## config.mk

```make
export PLATFORM = sky130hd
export DESIGN_NAME = regfile_16
export DESIGN_NICKNAME = d
export VERILOG_FILES = /design/src/rtl/regfile_16.sv
export SDC_FILE = /design/constraint.sdc
export NUM_CORES = 1
export LEC_CHECK = 0
export CAP_MARGIN = 40
export CORE_MARGIN = 1.5
export CORE_UTILIZATION = 52
export CTS_CLUSTER_DIAMETER = 150
export CTS_CLUSTER_SIZE = 28
export DETAILED_ROUTE_END_ITERATION = 10
export GPL_TIMING_DRIVEN = 0
export PLACE_DENSITY = 0.7
export SLEW_MARGIN = 20
export SYNTH_ARGS = -nofsm -noshare
export SYNTH_HDL_FRONTEND = slang
export SYNTH_SLANG_ARGS = --single-unit
```

## constraint.sdc

```tcl
create_clock -name clock -period 4.9 [get_ports clock]
set_input_delay 0.735 -clock clock [delete_from_list [all_inputs] [get_ports clock]]
set_output_delay 0.735 -clock clock [all_outputs]
set_load 0.005 [all_outputs]
```

## src/rtl/regfile_16.sv

```systemverilog
`default_nettype none
// ============================================================================
//  Module   : regfile_16
//  Purpose  : Sixteen-entry, 32-bit register file with one synchronous write
//             port, two combinational read ports and a per-register busy
//             scoreboard for multi-cycle writers (mult/div). r0 reads as zero
//             and can never be marked busy.
//  Ports    : clock, reset          - rising-edge clock, sync active-high reset
//             we, waddr, wdata      - write port (also clears busy[waddr])
//             raddr_a/b, rdata_a/b  - combinational read ports
//             set_busy, busy_addr   - mark a register as having a pending write
//             busy_a/b              - scoreboard bit of raddr_a / raddr_b
//             busy_any              - OR of all busy bits
//  Config   : REGFILE_BYPASS_EN     - when defined, a read of the register
//             being written this cycle returns wdata (write-to-read forwarding)
//  Revision : 1.0 - initial release
// ============================================================================
module regfile_16 (
  input  logic        clock,
  input  logic        reset,
  input  logic        we,
  input  logic [3:0]  waddr,
  input  logic [31:0] wdata,
  input  logic [3:0]  raddr_a,
  input  logic [3:0]  raddr_b,
  output logic [31:0] rdata_a,
  output logic [31:0] rdata_b,
  input  logic        set_busy,
  input  logic [3:0]  busy_addr,
  output logic        busy_a,
  output logic        busy_b,
  output logic        busy_any
);

  logic [31:0] regs [16];
  logic [15:0] busy;

  logic        wr_ok;
  logic        set_ok;
  logic [31:0] stored_a;
  logic [31:0] stored_b;

  // Index 0 is excluded from both writes and busy marking.
  assign wr_ok  = we && (waddr != 4'd0);
  assign set_ok = set_busy && (busy_addr != 4'd0);

  // The set is applied after the write-clear so that a set and a write to the
  // same index leave the busy bit at 1 (a new op may issue on the retire cycle).
  always_ff @(posedge clock) begin
    if (reset) begin
      for (int i = 0; i < 16; i++) begin
        regs[i] <= '0;
      end
      busy <= '0;
    end else begin
      if (wr_ok) begin
        regs[waddr] <= wdata;
        busy[waddr] <= 1'b0;
      end
      if (set_ok) begin
        busy[busy_addr] <= 1'b1;
      end
    end
  end

  // r0 is forced to zero on the read side as well, so it reads 0 even before
  // the first reset.
  assign stored_a = (raddr_a == 4'd0) ? 32'd0 : regs[raddr_a];
  assign stored_b = (raddr_b == 4'd0) ? 32'd0 : regs[raddr_b];

  assign busy_any = |busy[15:1];

`ifdef REGFILE_BYPASS_EN
  logic fwd_a;
  logic fwd_b;

  // wr_ok already excludes index 0, so r0 never forwards.
  assign fwd_a = wr_ok && (waddr == raddr_a);
  assign fwd_b = wr_ok && (waddr == raddr_b);

  // A forwarded read sees the write's clearing of busy, unless a set to the
  // same index lands in the same cycle (set wins).
  always_comb begin
    rdata_a = stored_a;
    rdata_b = stored_b;
    busy_a  = busy[raddr_a];
    busy_b  = busy[raddr_b];
    if (fwd_a) begin
      rdata_a = wdata;
      busy_a  = set_ok && (busy_addr == raddr_a);
    end
    if (fwd_b) begin
      rdata_b = wdata;
      busy_b  = set_ok && (busy_addr == raddr_b);
    end
  end
`else
  always_comb begin
    rdata_a = stored_a;
    rdata_b = stored_b;
    busy_a  = (raddr_a != 4'd0) && busy[raddr_a];
    busy_b  = (raddr_b != 4'd0) && busy[raddr_b];
  end
`endif

endmodule
`default_nettype wire

```

Word level (Yosys, flattened, before mapping). Memories as Yosys holds them, arrays and structs flattened. Index checks and enable logic that the tools add are counted.

Register bits after elaboration: 16. Memory bits (writable): 512. Memories kept: 1. Input bits: 52.

Memories: regs (words 16, bits a word 32, read ports 2, clocked after memory_dff 0, write ports 16, line 35) `logic [31:0] regs [16];`.

Bitwise operators: 3. Multiplexer cells: 21. Reduce and logical (&&, ||, !) cells: 14. Order comparisons: 6.

Operators with widths (number): 2-to-1 mux 32 bit (3); 2-to-1 mux 16 bit (3); OR reduction 32 bit (1); < comparator 4 x 5 -> 1 bit, second input constant (4); bitwise AND 16 bit (1); inverter 16 bit (1); OR 16 bit (1); nonzero test 4 bit (4); OR reduction 15 bit (1); 2-to-1 mux 1 bit (10); binary-select mux 1 bit (select 4 bit) (2); demux 1 bit (select 4 bit) (2); greater-or-equal comparator 4 x 1 -> 1 bit, second input constant (2); logical NOT 4 bit (2); logical AND 1 bit (6); 2-to-1 mux 4 bit (1).

Depth between registers and ports, before layout. Gate-level depths: netlist of run 1.

Depth after elaboration: 10. Mapped depth: 7. Depth with buffers taken out: 4.

Least setup slack after synthesis of run 1. OpenSTA, ideal clock, no wires.

Kind: input to output. From: input port raddr_b[3]. To: output port rdata_b[24]. Stages: 6. Path buffers: 2. Arrival time: 1.829 ns. Required time: 4.165 ns. Path slack: 2.336 ns. Cells stage by stage: buf_2 -> buf_6 -> mux2_2 -> a221o_1 -> a21oi_1 -> a21oi_1.

Longest elaborated chain between the ends: 2.

RTL lines: from (decl) (line 25) `input logic [3:0] raddr_b,`; memory read (16 x 32 bit) / logical NOT 4 bit (equally long branches); 2-to-1 mux 32 bit (*) (line 69) `assign stored_b = (raddr_b == 4'd0) ? 32'd0 : regs[raddr_b];`; to (decl) (line 27) `output logic [31:0] rdata_b,`.

Mark *: on every way between the ends. The rest lies on a longest branch, timed or not.

Worst setup path in the final report of run 1.
From: input port raddr_a[0]. To: output port rdata_a[0].

Longest elaborated chain between the ends: 2.

RTL lines: from (decl) (line 24) `input logic [3:0] raddr_a,`; memory read (16 x 32 bit) / logical NOT 4 bit (equally long branches); 2-to-1 mux 32 bit (*) (line 68) `assign stored_a = (raddr_a == 4'd0) ? 32'd0 : regs[raddr_a];`; to (decl) (line 26) `output logic [31:0] rdata_a,`.

Marks and branches as above.

==> results of run 1 <==
## cell usage after synthesis, drive strengths merged, types with 31 or more instances
cell type and n:
a221o 31, a22oi 31, a2111oi 31, mux2i 197, o22ai 65, edfxtp 480
nor2 81, clkbuf 106, mux2 32, a21oi 67, mux4 136, buf 79
and2 481
## logic make-up (layout without fill, tap and decap cells)
logic type             after synthesis  after routing  synth area share
multiplexers                       365            365             0.202
buffers and inverters              202            365            0.0387
flip-flops                         495            495             0.551
AO/OA/AOI/OAI                      255            255            0.0734
other                                0              2                 0
AND/OR/NAND/NOR                    612            612             0.135
## metrics by stage
stage	hold slack (ns)	util	setup slack [ns]	area, um^2
after CTS	0.510	0.586	0.544	29500
final	0.514	0.588	0.407	29600
after global routing	0.537	0.588	0.476	29600
after global placement	0.490	0.569	0.573	28700
after detailed placement	0.494	0.574	0.578	28900
after floorplan	0.463	-	2.34	26700
## cell type report
class / instances / share of cell area
Antenna cell: 2 / 0.000169
Buffer: 185 / 0.0327
Clock buffer: 27 / 0.0185
Clock inverter: 2 / 0.000676
Inverter: 17 / 0.00215
Multi-Input combinational cell: 1232 / 0.373
Sequential cell: 495 / 0.497
Tap cell: 672 / 0.0284
Timing Repair Buffer: 134 / 0.0479
## layout by cell type (no fill, tap or decap), types with 4 or more instances in the layout
master and count:
a221o_1 31, clkbuf_1 101, and2_1 481, o32ai_1 4, mux4_2 136, a21oi_1 67, clkbuf_16 21, o22ai_1 65
a22oi_1 31, o21ai_0 8, a21o_4 6, a2111oi_2 30, clkdlybuf4s50_1 112, nor2_1 81, mux2i_1 197, nor3b_1 6
dfxtp_1 15, nand2_1 17, clkbuf_2 11, inv_1 17, buf_6 34, mux2_2 32, buf_2 39, nand2b_1 5
edfxtp_1 480, a31o_4 4, buf_4 20
## per-layer routing
metal / global-route usage / up-vias / share of wire
met5: 0 / - / 0.00031
met4: 0.137 / 4 / 0.046
met3: 0.0764 / 248 / 0.10
met2: 0.531 / 1211 / 0.47
met1: 0.420 / 9237 / 0.38
li1: - / 7596 / -
## worst max-delay path, cell delays in order
cell	delay, ns
clkdlybuf4s50_1	0.54
buf_2	0.28
nand2_1	0.31
clkbuf_1	0.77
o22ai_1	0.15
nor2_1	0.38
clkdlybuf4s50_1	0.60
## sequential cells by signal, summed over array words and instances (netlist names)
name  flops
busy     15
regs    480
## power breakdown
part	switching, uW	leakage, uW	internal [uW]
clock	1330	0.000276	806
sequential	138	0.00472	4890
combinational	766	0.00546	634
## final timing paths
kind,startpoint,cells after the start,slack [ns],endpoint
min,busy[5]$_SDFF_PP0_,2,0.51,busy[5]$_SDFF_PP0_
min reg2reg,busy[5]$_SDFF_PP0_,2,0.51,busy[5]$_SDFF_PP0_
max,raddr_a[0],7,0.41,rdata_a[0]
max reg2reg,busy[2]$_SDFF_PP0_,2,4.19,busy[2]$_SDFF_PP0_
==> impl_metrics.toml, run 1 <==
[status]
status = "finished, final reports clean"

[grt]
grt_pass1_vias = 18323
grt_overflow_total = 0
antenna_found_initial = 3
grt_max_degree = 34
grt_first_pass_wirelength_um = 124000
grt_use_total = 0.326

[floorplan]
std_cell_rows = 82
die_w_um = 230
die_y_um = 230
ios = 119
dieArea_um2 = 52700
core_region_area_um2 = 50400
start_util = 0.530

[logic_synthesis]
synth_area_leaders = "edfxtp_1, mux4_2, and2_1, mux2i_1, a2111oi_2"
synthesis.area_um2 = 26700
avgSynthCellArea_um2 = 13.8
ys_ff_latch = 495
ys_warn_count = 0
synth_top_cell_by_area = "edfxtp_1"
ys_seq_area_frac = 0.551
ys.flop_type = "edfxtp_1"
synth_top_area_frac = 0.540
synth_nets = 1981
synthDistinctLibCells = 39
synth_edf_count = 480
synthArstFlopShare = 0
synth_cells = 1929

[setup_path]
start_kind = "input pin"
end_kind = "output port"
cp.required_ns = 4.16
critPathKind = "in2out"
critical_path.max_fanout = 10
worstPathArrival_ns = 3.76

[cts]
cts_tree = "built"
post_cts_buffers = 0
clockBufferDepth = 3
path_clk_slew_ns = 0.09
insertion_delay_ns = 0.56
numCtsBuffers = 21
cts_root_buf = "clkbuf_16"
h-tree-depth = 1
clock_sinks = 495
hold_buffers = 0
ctsResizeCount = 0

[sta]
min_period_over_period = 0.917
fmax_mhz = 223
fin_tns_setup_ns = 0
tightest_slew_ns = 0.971
rsz0062_at_grt = "no"
fin_skew_ns = 0
finalMaxSlewViolations = 0
hold_viol = 0
finalSetupViolCount = 0
fin_crit_ns = 4.49
slew_headroom = 0.353

[pwr]
p_total_uw = 8560
peakVddDrop_mv = 0.265
power_density_nw_per_um2 = 289
p_leak_uw = 0.0105

[route]
num_vias = 18296
ant_nets = 0
drt-initial-drc-count = 2204
wire_per_inst_um = 31.4
via_per_inst = 6.61
drt-pass1-iter-count = 6
drt-total-wl_um = 86800
drcViolationCount = 0

[final_layout]
finalNonFillerCells = 2766
multi_input_area_um2 = 11000
fillers = 3955
nets = 2138
drive_gt1_frac = 0.166
synthToLayoutAreaGrowth_pct = 10.9
regArea_um2 = 14700

[placed_design]
routabilityCongestion = 0.923
io_buffers = 112
dp_hpwl_um = 57600
dp_cells = 2725

[worst_hold_path]
hp-class = "reg2reg"

[flow_run]
maxCapViolCount = 0
Note: power is estimated with default switching activity, not from simulation.
==> inputs of run 2 (changes only) <==
SLEW_MARGIN = unset   (was 20)
==> impl_metrics.toml, run 2 (synthesis gave the netlist of run 1 again) <==
[status]
status = "finished, final reports clean"

[sta]
tightest_slew_ns = 1.00
slew_headroom = 0.331
finalMaxSlewViolations = 0
finalSetupViolCount = 0
fin_tns_setup_ns = 0
rsz0062_at_grt = "no"
fmax_mhz = 221
hold_viol = 0
fin_crit_ns = 4.53
fin_skew_ns = 0
min_period_over_period = 0.924

[placed_design]
routabilityCongestion = 0.923
dp_hpwl_um = 60300
io_buffers = 112

[route]
num_vias = 18313
drt-pass1-iter-count = 8
via_per_inst = 6.62
wire_per_inst_um = 31.1
ant_nets = 0
drt-total-wl_um = 86100
drcViolationCount = 0
drt-initial-drc-count = 2347

[cts]
cts_tree = "built"
ctsResizeCount = 0
path_clk_slew_ns = 0.10
numCtsBuffers = 21
cts_root_buf = "clkbuf_16"
post_cts_buffers = 0
h-tree-depth = 1
hold_buffers = 0
clock_sinks = 495
clockBufferDepth = 3
insertion_delay_ns = 0.55

[final_layout]
largest_reg_flops = 480
nets = 2139
largest_register = "regs"
antenna_cells = 0
drive_gt1_frac = 0.166
multi_input_area_um2 = 11000
layout_common_cells = "and2_1, edfxtp_1, mux2i_1"
layout_commonest_cell = "and2_1"
reg.largest.list = "regs (480), busy (15)"
fillers = 3941
synthToLayoutAreaGrowth_pct = 11.0
regArea_um2 = 14700

[pwr]
cell_internal_pwr_uw = 6340
switching_share = 0.259
p_leak_uw = 0.0105
p_comb_frac = 0.165
p_total_uw = 8550
pwr-share-seq = 0.587
p_clk_frac = 0.248
peakVddDrop_mv = 0.252
p_sw_uw = 2210
power_density_nw_per_um2 = 288

[grt]
grt_overflow_total = 0
grt_max_degree = 30
grt_pass1_vias = 18496
grt_first_pass_wirelength_um = 124000
grt_use_total = 0.326
antenna_found_initial = 3

[flow_run]
maxCapViolCount = 0

[floorplan]
die_y_um = 230
start_util = 0.530
core_region_area_um2 = 50400
std_cell_rows = 82
dieArea_um2 = 52700
ios = 119
die_w_um = 230

[setup_path]
critPathKind = "in2out"
worstPathArrival_ns = 3.79
end_kind = "output port"
critical_path.max_fanout = 10
start_kind = "input pin"
cp.required_ns = 4.16

[worst_hold_path]
hp-class = "reg2reg"
run 2: routing by layer:
metal	GRT usage	wire (um)
met5	0	23
met4	0.135	4200
met3	0.0769	9340
met2	0.530	40600
met1	0.422	32000
run 2: area by class of cell:
cell class                 instances  area share
buffer                           185      0.0327
clock buffer                      28      0.0186
clock inverter                     1    0.000380
inverter                          17     0.00215
multi-input combinational       1232       0.370
sequential                       495       0.496
tap                              672      0.0284
timing repair buffer             135      0.0514
run 2: critical path, cell delays in order:
cell	delay, ns
clkdlybuf4s50_1	0.55
buf_2	0.29
nand2_1	0.30
clkbuf_1	0.79
o22ai_1	0.16
nor2_1	0.38
clkdlybuf4s50_1	0.60
run 2: per-stage QoR:
stage | instances | hold WS (ns) | instance area, um^2 | util | setup WS, ns
3_3_place_gp | 2713 | 0.490 | 28700 | 0.569 | 0.573
6_report | 2765 | 0.519 | 29600 | 0.588 | 0.370
4_1_cts | 2764 | 0.513 | 29600 | 0.588 | 0.547
2_1_floorplan | 1929 | 0.463 | 26700 | - | 2.34
3_5_place_dp | 2735 | 0.499 | 29100 | 0.577 | 0.563
5_1_grt | 2765 | 0.530 | 29600 | 0.588 | 0.448
run 2: power by group through the flow:
stage | clock (uW) | sequential, uW | combinational, uW
after detailed placement | 0 | 5110 | 1390
final | 2120 | 5020 | 1410
after CTS | 2120 | 5020 | 1400
after global placement | 0 | 5100 | 1330
after floorplan | 0 | 5060 | 801
after global routing | 2240 | 5050 | 1480
run 2: path summary, 6_finish.rpt:
kind	startpoint	endpoint	slack [ns]	cells after the start
max	raddr_a[0]	rdata_a[0]	0.37	7
min reg2reg	busy[10]$_SDFF_PP0_	busy[10]$_SDFF_PP0_	0.52	2
min	busy[10]$_SDFF_PP0_	busy[10]$_SDFF_PP0_	0.52	2
max reg2reg	busy[2]$_SDFF_PP0_	busy[2]$_SDFF_PP0_	4.18	2
==> inputs of run 3 (changes only) <==
DONT_BUFFER_PORTS = 1   (was unset)
PLACE_DENSITY = 0.67   (was 0.7)
==> impl_metrics.toml, run 3 (synthesis gave the netlist of run 1 again) <==
[floorplan]
ios = 119
die_w_um = 230
core_region_area_um2 = 50400
start_util = 0.530
die_y_um = 230
std_cell_rows = 82
dieArea_um2 = 52700

[flow_run]
maxCapViolCount = 0

[final_layout]
nets = 2028
reg.largest.list = "regs (480), busy (15)"
largest_reg_flops = 480
synthToLayoutAreaGrowth_pct = 6.92
finish.utilization = 0.567
layout_common_cells = "and2_1, edfxtp_1, mux2i_1"
fillers = 3996
layout_commonest_cell = "and2_1"
largest_register = "regs"
drive_gt1_frac = 0.176
fin_area_um2 = 28600

[setup_path]
r2r_cells = 2
r2r-end = "busy[7]$_SDFF_PP0_"
reg2reg_from = "busy[7]$_SDFF_PP0_"
cp.required_ns = 4.16
start_kind = "input pin"
path_buf_inv = 2
critical_path.max_fanout = 10
slowest_stage = "clkbuf_1"
worstPathArrival_ns = 2.74
critPathKind = "in2out"
cp_top_family = "buffers and inverters"
slowest_delay_ns = 0.71
end_kind = "output port"
r2r_slack_ns = 4.21
path_cells = "buf_2 -> nand2b_1 -> clkbuf_1 -> o22ai_1 -> a2111oi_2 -> nor2_1"

[worst_hold_path]
hp-start = "wdata[31]"
hold_depth = 1
whs_endpoint = "regs[5][31]$_SDFFCE_PN0P_"
hp-class = "in2reg"

[grt]
grt_pass1_vias = 17773
grt_max_degree = 30
grt_use_total = 0.323
grt_first_pass_wirelength_um = 122000
antenna_found_initial = 4
grt_overflow_total = 0

[cts]
path_clk_slew_ns = 0.12
clockBufferDepth = 3
cts_root_buf = "clkbuf_16"
ctsResizeCount = 0
insertion_delay_ns = 0.57
h-tree-depth = 1
numCtsBuffers = 21
post_cts_buffers = 0
cts_tree = "built"
clock_sinks = 495
hold_buffers = 0

[route]
drt-total-wl_um = 85300
wire_per_inst_um = 32.1
drcViolationCount = 0
via_per_inst = 6.67
num_vias = 17716
ant_nets = 0
drt-initial-drc-count = 2247
drt-pass1-iter-count = 5

[sta]
fin_skew_ns = 0
fmax_mhz = 288
rsz0062_at_grt = "no"
min_period_over_period = 0.709
fin_crit_ns = 3.47
finalMaxSlewViolations = 0
tightest_slew_ns = 0.984
slew_headroom = 0.344
fin_tns_setup_ns = 0
finalSetupViolCount = 0
hold_viol = 0

[pwr]
peakVddDrop_mv = 0.283
power_density_nw_per_um2 = 293
p_total_uw = 8360
p_leak_uw = 0.0100

[placed_design]
dp_hpwl_um = 60000
routabilityCongestion = 0.937
io_buffers = 0
place_area_um2 = 27900

[status]
status = "finished, final reports clean"
[run 3: cell count changes in the layout (fill, tap and decap cells not counted)]
cell             before  now
buf_12               12   11
buf_16                3    4
buf_8                 0    1
clkdlybuf4s50_1     112    0
diode_2               0    3
[run 3: metal layers]
metal,part of all wire,vias up,global-route usage
li1,-,7375,-
met1,0.37,8991,0.408
met2,0.47,1114,0.522
met3,0.11,232,0.0904
met4,0.046,4,0.138
met5,0.00040,-,0
[run 3: worst max-delay path by stage]
| stage | startpoint | end | slack [ns] | cells after the start |
|---|---|---|---|---|
| 2_1_floorplan | raddr_b[3] | rdata_b[24] | 2.34 | 6 |
| 3_3_place_gp | reset | regs[4][17]$_SDFFCE_PN0P_ | 1.46 | 3 |
| 3_5_place_dp | raddr_a[3] | rdata_a[26] | 1.50 | 6 |
| 4_1_cts | raddr_a[3] | rdata_a[26] | 1.49 | 6 |
| 5_1_grt | raddr_a[3] | rdata_a[22] | 1.35 | 6 |
| 6_report | raddr_a[3] | rdata_a[26] | 1.43 | 6 |
[run 3: stage by stage]
| stage | hold WS, ns | cells | worst slack [ns] |
|---|---|---|---|
| global route | 0.329 | 2654 | 1.35 |
| global placement | 0.490 | 2601 | 1.46 |
| CTS | 0.323 | 2650 | 1.49 |
| floorplan | 0.463 | 1929 | 2.34 |
| finish | 0.332 | 2657 | 1.43 |
| detailed placement | 0.493 | 2621 | 1.50 |
[run 3: where the power goes]
group | total, uW | internal [uW] | leakage (uW) | switching, uW
Clock | 2130 | 805 | 0.000273 | 1320
Sequential | 5020 | 4890 | 0.00472 | 134
Combinational | 1210 | 496 | 0.00505 | 716
[run 3: layout make-up]
type	count	area [um^2]	share of cell area
Antenna cell	3	7.51	0.000263
Inverter	17	63.8	0.00223
Tap cell	672	841	0.0294
Buffer	185	970	0.0340
Multi-Input combinational cell	1232	11000	0.384
Clock buffer	28	552	0.0193
Clock inverter	1	11.3	0.000394
Sequential cell	495	14700	0.515
Timing Repair Buffer	24	425	0.0149
